**config.mk**
```make
export PLATFORM = sky130hd
export DESIGN_NAME = shiftout_arbiter
export DESIGN_NICKNAME = d
export VERILOG_FILES = /design/src/rtl/shiftout_arbiter.sv
export SDC_FILE = /design/constraint.sdc
export NUM_CORES = 1
export LEC_CHECK = 0
export CELL_PAD_IN_SITES_DETAIL_PLACEMENT = 1
export CELL_PAD_IN_SITES_GLOBAL_PLACEMENT = 1
export CORE_ASPECT_RATIO = 1.25
export CORE_MARGIN = 5
export CORE_UTILIZATION = 34
export DETAILED_ROUTE_END_ITERATION = 12
export GPL_TIMING_DRIVEN = 0
export MAX_ROUTING_LAYER = met4
export PLACE_DENSITY = 0.86
export RECOVER_POWER = 25
export REMOVE_ABC_BUFFERS = 1
export SLEW_MARGIN = 5
export SYNTH_ARGS = -nofsm -noshare
export SYNTH_HDL_FRONTEND = slang
export SYNTH_SLANG_ARGS = --single-unit
```
**constraint.sdc**
```tcl
create_clock -name clk_in -period 3.1 [get_ports clk_in]
set_clock_uncertainty 0.1 [all_clocks]
set_input_delay 0.31 -clock clk_in [delete_from_list [all_inputs] [get_ports clk_in]]
set_output_delay 0.31 -clock clk_in [all_outputs]
set_load 0.05 [all_outputs]
```
**src/rtl/shiftout_arbiter.sv**
```systemverilog
// shiftout_arbiter: round-robin arbiter feeding two requesters' 16-bit words to one shift-out engine.
// Optional macro SHIFTOUT_ARB_TIMEOUT_EN adds a WAIT_DONE timeout that aborts with timeout_out.
module shiftout_arbiter #(
    parameter int START_CYCLES   = 2,
    parameter int TIMEOUT_CYCLES = 255
) (
    input  logic        clk_in,
    input  logic        reset_n_in,
    input  logic        req0_in,
    input  logic        req1_in,
    input  logic [15:0] data0_in,
    input  logic [15:0] data1_in,
    output logic        ack0_out,
    output logic        ack1_out,
    output logic        so_start_out,
    output logic [15:0] so_bits_out,
    input  logic        so_done_in,
    output logic        busy_out,
    output logic        grant_out,
    output logic        timeout_out
);
    typedef enum logic [1:0] {IDLE, START, WAIT_DONE, ACK} state_t;

    localparam logic [3:0] SC = 4'(START_CYCLES);

    if (START_CYCLES < 1 || START_CYCLES > 15 || TIMEOUT_CYCLES < 1 || TIMEOUT_CYCLES > 255) begin : g_param_check
        $error("shiftout_arbiter: parameter out of range");
    end

    state_t     state;
    logic [3:0] cnt;
    logic       first;
    logic       last;
    logic       ready;
    logic       sel;
    logic       any_req;
`ifdef SHIFTOUT_ARB_TIMEOUT_EN
    localparam logic [7:0] TC = 8'(TIMEOUT_CYCLES);
    logic [7:0] tcnt;
`endif

    // Contention goes to whoever was not served last; a lone request always wins.
    always_comb begin
        any_req = req0_in | req1_in;
        sel     = (req0_in & req1_in) ? ~last : req1_in;
    end

    always_ff @(posedge clk_in or negedge reset_n_in) begin
        if (!reset_n_in) begin
            state        <= IDLE;
            cnt          <= '0;
            first        <= 1'b0;
            last         <= 1'b1;
            ready        <= 1'b0;
            ack0_out     <= 1'b0;
            ack1_out     <= 1'b0;
            so_start_out <= 1'b0;
            so_bits_out  <= '0;
            busy_out     <= 1'b0;
            grant_out    <= 1'b0;
            timeout_out  <= 1'b0;
`ifdef SHIFTOUT_ARB_TIMEOUT_EN
            tcnt         <= '0;
`endif
        end else begin
            // ready delays the first grant by one edge after reset release
            ready       <= 1'b1;
            ack0_out    <= 1'b0;
            ack1_out    <= 1'b0;
            timeout_out <= 1'b0;
            case (state)
                IDLE: if (ready && any_req) begin
                    state        <= START;
                    so_start_out <= 1'b1;
                    so_bits_out  <= sel ? data1_in : data0_in;
                    grant_out    <= sel;
                    busy_out     <= 1'b1;
                    cnt          <= 4'd1;
                end
                START: if (cnt == SC) begin
                    state        <= WAIT_DONE;
                    so_start_out <= 1'b0;
                    first        <= 1'b1;
`ifdef SHIFTOUT_ARB_TIMEOUT_EN
                    tcnt         <= 8'd1;
`endif
                end else begin
                    cnt <= cnt + 4'd1;
                end
                WAIT_DONE: begin
                    // done in the first WAIT_DONE cycle may be left over from the previous word
                    first <= 1'b0;
`ifdef SHIFTOUT_ARB_TIMEOUT_EN
                    tcnt  <= tcnt + 8'd1;
`endif
                    if (!first && so_done_in) begin
                        state    <= ACK;
                        ack0_out <= ~grant_out;
                        ack1_out <= grant_out;
                    end
`ifdef SHIFTOUT_ARB_TIMEOUT_EN
                    else if (tcnt == TC) begin
                        state       <= ACK;
                        ack0_out    <= ~grant_out;
                        ack1_out    <= grant_out;
                        timeout_out <= 1'b1;
                    end
`endif
                end
                ACK: begin
                    state    <= IDLE;
                    busy_out <= 1'b0;
                    last     <= grant_out;
                end
                default: state <= IDLE;
            endcase
        end
    end
endmodule

```
[Yosys cells after proc, flatten, opt, wreduce, memory -nomap -nowiden]
Index checks and enable logic that the tools add are counted.
Widths: inputs -> output; s select.
Storage, ports and cells
  register bits: 30
  bits in latches: 0
  bits in writable memories: 0
  memory bits (read-only): 0
  input port bits: 37
  output and inout port bits: 22
  memories: 0
Cells by class
  add/sub/neg operators: 1
  multiply operators: 0
  div/mod/pow operators: 0
  order comparisons: 0
  equal/unequal tests: 8
  shifts and indexed selects: 0
  muxes and demuxes: 19
  bitwise operators: 4
  reductions and logical operators: 13
Operators by type and width (number)
  $mux 16: 1
  $reduce_and 3->1: 3
  $mux 1: 8
  $mux 4: 2
  $ne 2x2->1 const B: 4
  $pmux 2 s4: 1
  $pmux 4 s2: 1
  $mux 2: 3
  $pmux 1 s2: 3
  $reduce_and 2->1: 3
  $reduce_bool 2->1: 3
  $add 4x1->4 const B: 1
  $eq 2x2->1 const B: 2
  $eq 4x2->1 const B: 1
  $eq 2x1->1 const B: 1
  $logic_and 1x1->1: 2
  $logic_not 2->1: 1
  $not 1->1: 2
  $and 1x1->1: 1
  $logic_not 1->1: 1
  $or 1x1->1: 1

[Logic depth before layout (Yosys ltp)]
Gate-level depths: netlist of the first run.
  depth in word-level cells: 4
  depth in mapped cells: 7
  depth with buffers taken out: 5

[Worst setup path after synthesis of the first run]
Ideal clock, no wire load.
  path kind: register to register
  from: register cnt[0]
  to: register state[1]
  setup time: 0.127 ns
  arrival time: 1.688 ns
  data required time: 2.873 ns
  setup slack: 1.185 ns
  cell stages (with the launch flop): 7
  path buffers: 1
  cells stage by stage: dfrtp_1 > inv_1 > ha_1 > or3b_1 > clkbuf_2 > a222oi_1 > mux2_1
On the way
  cells in the longest elaborated chain, start to end: 3
Ends and longest elaborated chain
  start, declared: RTL line 31  | logic [3:0] cnt;
  start signal, assigned: RTL line 88  | cnt <= cnt + 4'd1;
  $eq 4x2->1: RTL line 80  | START: if (cnt == SC) begin
  $ne 2x2->1 (no line)
  $reduce_and 3->1 (no line)
  end signal, assigned: RTL line 73  | state <= START;
  end signal, assigned: RTL line 81  | state <= WAIT_DONE;
  end signal, assigned: RTL line 97  | state <= ACK;
  end, declared: RTL line 30  | state_t state;
Every way passes these cells.
A chain may end at the register's enable or synchronous reset.

[Worst setup path after layout of the first run]
Ends and elaborated chain as after synthesis.

==> flow_summary.json, run 1 <==
{
  "io_buffers": 57,
  "fmax_mhz": 470,
  "clock-sinks": 30,
  "start_util": 0.343,
  "relSlewSlack": -0.0734,
  "start_kind": "flop",
  "n_antenna_cell": 0,
  "grt_pass1_vias": 1314,
  "ios": 59,
  "dieWidth_um": 69.1,
  "antenna_found_initial": 0,
  "setup.worst_path.end_class": "flop",
  "yosysWarnings": 0,
  "seq_area_um2": 752,
  "drc_errors": 0,
  "syn_area_per_cell_um2": 10.5,
  "violations": "capacitance limit, slew limit",
  "htreeDepth": 2,
  "cp-startpoint": "cnt[0]",
  "path_cells": "inv_1 > ha_1 > or3b_1 > a222oi_1 > mux2_1",
  "dp_cells": 252,
  "syn_area_um2": 1490,
  "ant_nets": 0,
  "vias": 1243,
  "cts_tree": "done",
  "coreArea_um2": 4320,
  "r2r-start": "cnt[0]",
  "layout.nets": 246,
  "fp.dieH_um": 83.9,
  "synth.ff_latch_count": 30,
  "cts_made_buffers": 5,
  "wire_per_inst_um": 13.7,
  "p_total_w": 0.00217,
  "p_leak_nw": 1.00,
  "first_pass_iters": 4,
  "dp_hpwl_mm": 2.87,
  "min_path_type": "flop to flop",
  "viasPerCell": 4.76,
  "root_buffer": "clkbuf_8",
  "ctsResizeCount": 0,
  "slowest_delay_ns": 0.46,
  "rows": 27,
  "gr-total-overflow": 0,
  "clk_latency_ns": 0.28,
  "rsz0062_at_grt": "no",
  "drtIter0Drc": 35,
  "cap_violations": 1,
  "cp_num_buf_inv": 1,
  "period_minus_slack_ns": 2.13,
  "min-delay-start": "so_bits_out[11]",
  "tightest_slew_ns": 1.61,
  "finalHoldViolCount": 0,
  "ys_seq_area_frac": 0.506,
  "critPathMaxFanout": 5,
  "cp.required_ns": 3.15,
  "gp_congestion": 0.742,
  "nFillCells": 503,
  "arrival_ns": 2.18,
  "drv_slew": 31,
  "cpMaxStageDelayCell": "or3b_1",
  "min_period_over_period": 0.686,
  "grt_max_degree": 31,
  "fin_cells": 261,
  "syn_inst": 142,
  "drt_wl_total_mm": 3.58,
  "fin_hold_ws_ns": 0.377,
  "clk_pin_slew_worst_paths_ns": 0.07,
  "status": "finished, violations left",
  "synth.distinct_cells": 36,
  "die_area_um2": 5800,
  "worstSetupPathType": "flop to flop",
  "clk_path_buf_depth": 2,
  "setup_viol": 0,
  "ir_drop_v": 0.000338,
  "grt_pass1_wl_mm": 6.02,
  "cp_top_family": "simple AND/OR/NAND/NOR gates",
  "syn2layout_area_growth_pct": 49.3,
  "multi_input_area_um2": 671,
  "grt_use_total": 0.131,
  "drive_gt1_frac": 0.0739,
  "p_per_area_nw_per_um2": 980
}
==> worst paths after layout <==
check	slack, ns	depth (start not counted)	endpoint
worst max register to register	0.97	5	state[1]
max in group asynchronous	1.08	2	so_bits_out[1]
worst min-delay path	0.38	2	so_bits_out[11]
min in group asynchronous	0.88	2	cnt[0]
worst min register to register	0.38	2	so_bits_out[11]
worst max-delay path	0.97	5	state[1]
==> layout by cell type (no fill, tap or decap) <==
cell	synthesis	layout
o211ai_1	1	1
mux2_1	1	1
clkdlybuf4s50_1	0	56
clkbuf_8	0	6
o2bb2ai_1	1	1
nand3_1	1	1
o22ai_1	2	2
dfstp_2	1	1
a22o_2	1	1
clkinv_2	0	1
a21oi_1	2	2
and3_1	2	2
ha_1	7	7
o21ai_0	19	19
nand2_1	18	18
mux2i_1	17	17
buf_4	2	2
buf_8	0	1
a2bb2oi_1	1	1
inv_1	7	7
and2b_2	1	1
o21ai_1	2	2
o211a_1	1	1
conb_1	2	2
a21boi_2	0	1
nand2b_1	1	1
or3b_1	1	1
a222oi_1	1	1
mux2_2	1	1
a22oi_1	1	1
dlygate4sd3_1	0	1
nor2_1	3	3
a221o_1	2	2
nor2b_1	1	1
dfrtp_1	29	29
nor3b_1	1	1
a211oi_1	1	1
clkbuf_1	4	2
nor3_1	4	4
==> worst min-delay path, stage by stage, from the launching register on <==
cell and delay [ns]:
dfrtp_1 0.34, nand2_1 0.04, o21ai_0 0.06
==> report_power, final <==
part	switching, W	internal, W
sequential	0.000105	0.000556
combinational	0.000743	0.000445
clock	0.000144	0.000179
total	0.000992	0.00118
==> stage by stage <==
stage	util	instance area [um2]	setup slack, ns	setup TNS (ns)
2_1_floorplan	-	1450	0.337	0
3_3_place_gp	0.483	2090	-0.791	-12.84
5_1_grt	0.513	2220	0.594	0
3_5_place_dp	0.490	2120	0.920	0
6_report	0.513	2220	0.972	0
4_1_cts	0.513	2220	0.988	0
==> layout make-up <==
type                            count  share of cell area
Clock buffer                        7              0.0389
Clock inverter                      1             0.00226
Inverter                            7              0.0119
Multi-Input combinational cell     97               0.302
Sequential cell                    30               0.339
Tap cell                           58              0.0327
Timing Repair Buffer               61               0.273
==> synthesized netlist by cell type (all sizes together) <==
| master | number | area [um2] |
|---|---|---|
| a211oi | 1 | 7.51 |
| a21boi | 1 | 7.51 |
| a21oi | 2 | 10.0 |
| a221o | 2 | 20.0 |
| a222oi | 1 | 10.0 |
| a22o | 1 | 10.0 |
| a22oi | 1 | 7.51 |
| a2bb2oi | 1 | 8.76 |
| and2b | 1 | 8.76 |
| and3 | 2 | 12.5 |
| buf | 3 | 20.0 |
| clkbuf | 5 | 20.0 |
| conb | 2 | 7.51 |
| dfrtp | 29 | 726 |
| dfstp | 1 | 26.3 |
| ha | 7 | 87.6 |
| inv | 7 | 26.3 |
| mux2 | 2 | 22.5 |
| mux2i | 17 | 170 |
| nand2 | 18 | 67.6 |
| nand2b | 1 | 6.26 |
| nand3 | 1 | 5.00 |
| nor2 | 3 | 11.3 |
| nor2b | 1 | 6.26 |
| nor3 | 4 | 20.0 |
| nor3b | 1 | 7.51 |
| o211a | 1 | 10.0 |
| o211ai | 1 | 7.51 |
| o21ai | 21 | 105 |
| o22ai | 2 | 12.5 |
| o2bb2ai | 1 | 8.76 |
| or3b | 1 | 8.76 |
==> layer usage <==
layer  track usage  up-vias  routed length (um)
met1         0.123      585                1320
met2         0.243       44                1930
li1              -      611                   -
met4        0.0320        0                  25
met5             -        -                   0
met3        0.0554        3                 306
==> state kept, by name (all words and copies together), names as in the netlist <==
signal and flops:
so_bits_out 16, ack0_out 1, first 1, last 1
ready 1, grant_out 1, state 2, busy_out 1
cnt 4, so_start_out 1, ack1_out 1
==> cells by family (layout without fill, tap and decap cells) <==
| family | after synthesis | in the layout | synth area share |
|---|---|---|---|
| flip-flops | 30 | 30 | 0.506 |
| other | 2 | 2 | 0.00506 |
| multiplexers | 19 | 19 | 0.130 |
| adder cells (fa/ha/maj) | 7 | 7 | 0.0590 |
| AND/OR/NAND/NOR | 33 | 33 | 0.104 |
| AO/OA/AOI/OAI | 36 | 36 | 0.152 |
| buffers and inverters | 15 | 76 | 0.0446 |
==> repair_timing <==
action / 4_1_cts / 5_1_grt
hold buffers: 1 / 0
setup buffers: 0 / 0
hold endpoints to repair: 23 / 0
Note: power is estimated with default switching activity, not from simulation.
==> run 2: changes to the inputs <==
--- a/config.mk
+++ b/config.mk
@@ -9,11 +9,11 @@
 export CELL_PAD_IN_SITES_GLOBAL_PLACEMENT = 1
 export CORE_ASPECT_RATIO = 1.25
 export CORE_MARGIN = 5
-export CORE_UTILIZATION = 34
+export CORE_UTILIZATION = 29
 export DETAILED_ROUTE_END_ITERATION = 12
 export GPL_TIMING_DRIVEN = 0
 export MAX_ROUTING_LAYER = met4
-export PLACE_DENSITY = 0.86
+export PLACE_DENSITY = 0.79
 export RECOVER_POWER = 25
 export REMOVE_ABC_BUFFERS = 1
 export SLEW_MARGIN = 5
==> constraint.sdc (replaced) <==
create_clock -name clk_in -period 1.8 [get_ports clk_in]
set_clock_uncertainty 0.1 [all_clocks]
set_input_delay 0.18 -clock clk_in [delete_from_list [all_inputs] [get_ports clk_in]]
set_output_delay 0.18 -clock clk_in [all_outputs]
set_load 0.05 [all_outputs]
==> flow_summary.json, run 2 (synthesis results as in run 1) <==
{
  "post-place-ws_ns": -0.227,
  "relSlewSlack": 0.482,
  "cap_violations": 0,
  "layout_common_cells": "54 x clkdlybuf4s50_1, 29 x dfrtp_1, 18 x nand2_1, 18 x o21ai_0, 17 x mux2i_1",
  "ios": 59,
  "rsz0062_at_grt": "yes",
  "critPathMaxFanout": 2,
  "viasPerCell": 4.69,
  "nFillCells": 569,
  "antenna_found_initial": 0,
  "grt_max_degree": 31,
  "status": "finished, violations left",
  "grt_pass1_vias": 1477,
  "setup_ws_ns": -0.0702,
  "tightest_slew_ns": 0.777,
  "start_util": 0.294,
  "syn2layout_area_growth_pct": 58.7,
  "p_per_area_nw_per_um2": 1710,
  "met1_length_mm": 1.49,
  "layout.nets": 259,
  "arrival_ns": 1.93,
  "largest_reg_flops": 16,
  "dr.max_layer_used": "met4",
  "fmax_mhz": 535,
  "regMostFlops": "so_bits_out",
  "fp.dieH_um": 90.0,
  "wire_per_inst_um": 14.4,
  "finalHoldViolCount": 0,
  "rows": 29,
  "vias": 1304,
  "worstSetupPathType": "flop to flop",
  "clk_pin_slew_worst_paths_ns": 0.07,
  "dp_hpwl_mm": 2.97,
  "setup_tns_ns": -0.0702,
  "ant_nets": 0,
  "coreArea_um2": 5040,
  "grt_use_total": 0.133,
  "root_buffer": "clkbuf_8",
  "ir_drop_v": 0.000613,
  "period_minus_slack_ns": 1.87,
  "dpl_cell_area_um2": 2120,
  "min_path_type": "flop to flop",
  "gp_congestion": 0.738,
  "drt_wl_total_mm": 4.00,
  "min_period_over_period": 1.04,
  "layout.cells.most_common": "clkdlybuf4s50_1",
  "drv_slew": 0,
  "drc_errors": 0,
  "n_antenna_cell": 0,
  "cts_tree": "done",
  "drtIter0Drc": 33,
  "setup.worst_path.end_class": "flop",
  "grt_pass1_wl_mm": 6.85,
  "fin_area_um2": 2360,
  "htreeDepth": 2,
  "gr-total-overflow": 0,
  "drive_gt1_frac": 0.176,
  "p_total_w": 0.00403,
  "setup_viol": 1,
  "first_pass_iters": 4,
  "violations": "setup timing",
  "route.met2.wl_mm": 2.11,
  "p_leak_nw": 1.08,
  "io_buffers": 57,
  "clock-sinks": 30,
  "wl_met3_um": 344,
  "clk_latency_ns": 0.28,
  "cts_made_buffers": 5,
  "dieWidth_um": 74.0,
  "die_area_um2": 6660,
  "clk_path_buf_depth": 2,
  "largestRegisters": "so_bits_out: 16 flops, cnt: 4 flops, state: 2 flops",
  "cp.required_ns": 1.86,
  "start_kind": "flop"
}
[run 2: changes by cell type in the layout (fill, tap and decap cells not counted), sizes merged]
| cell | delta |
|---|---|
| clkdlybuf4s50 | -2 |
| clkinv | +1 |
| dlymetal6s2s | +2 |
| buf | +13 |
| clkbuf | -1 |
[run 2: power by group]
part           total [W]  internal (W)  switching (W)
combinational    0.00238      0.000996        0.00138
sequential       0.00113      0.000958       0.000176
clock           0.000524      0.000268       0.000257
total            0.00403       0.00222        0.00181
[run 2: per-layer routing]
layer,global-route usage,up-vias
met2,0.222,43
met4,0.0438,0
met1,0.143,616
li1,-,639
met5,-,-
met3,0.0491,6
[run 2: worst paths after layout]
| check | start | slack [ns] | end | cells after the start |
|---|---|---|---|---|
| worst max-delay path | cnt[0] | -0.07 | state[1] | 6 |
| worst min-delay path | so_bits_out[1] | 0.38 | so_bits_out[1] | 2 |
| worst max register to register | cnt[0] | -0.07 | state[1] | 6 |
| worst min register to register | so_bits_out[1] | 0.38 | so_bits_out[1] | 2 |
| max in group asynchronous | reset_n_in | 0.70 | so_bits_out[5] | 2 |
| min in group asynchronous | reset_n_in | 0.41 | so_bits_out[8] | 2 |
[run 2: what timing repair did]
action	4_1_cts	5_1_grt
buffers inserted	8	5
setup endpoints to repair	13	13
gates resized for setup	6	8
pin swaps	3	1
hold endpoints to repair	29	0
hold buffers	1	0
[run 2: area by class of cell]
class | count | area (um2) | share of cell area
clock buffer | 6 | 72.6 | 0.0308
clock inverter | 2 | 10.0 | 0.00425
inverter | 7 | 26.3 | 0.0111
multi-input combinational | 97 | 711 | 0.301
sequential | 30 | 752 | 0.319
tap | 62 | 77.6 | 0.0329
timing repair buffer | 74 | 708 | 0.300
[run 2: critical path: stages, from the launching register on]
cell and delay [ns]:
dfrtp_1 0.38, inv_2 0.08, ha_4 0.13, or3b_4 0.37, a222oi_1 0.22, buf_4 0.17
mux2_4 0.29
[run 2: stage by stage]
stage	utilization	hold WS (ns)	std cells
finish	0.467	0.377	278
global placement	0.415	0.360	253
CTS	0.455	0.386	273
detailed placement	0.421	0.176	256
global route	0.467	0.414	278
floorplan	-	-0.216	134
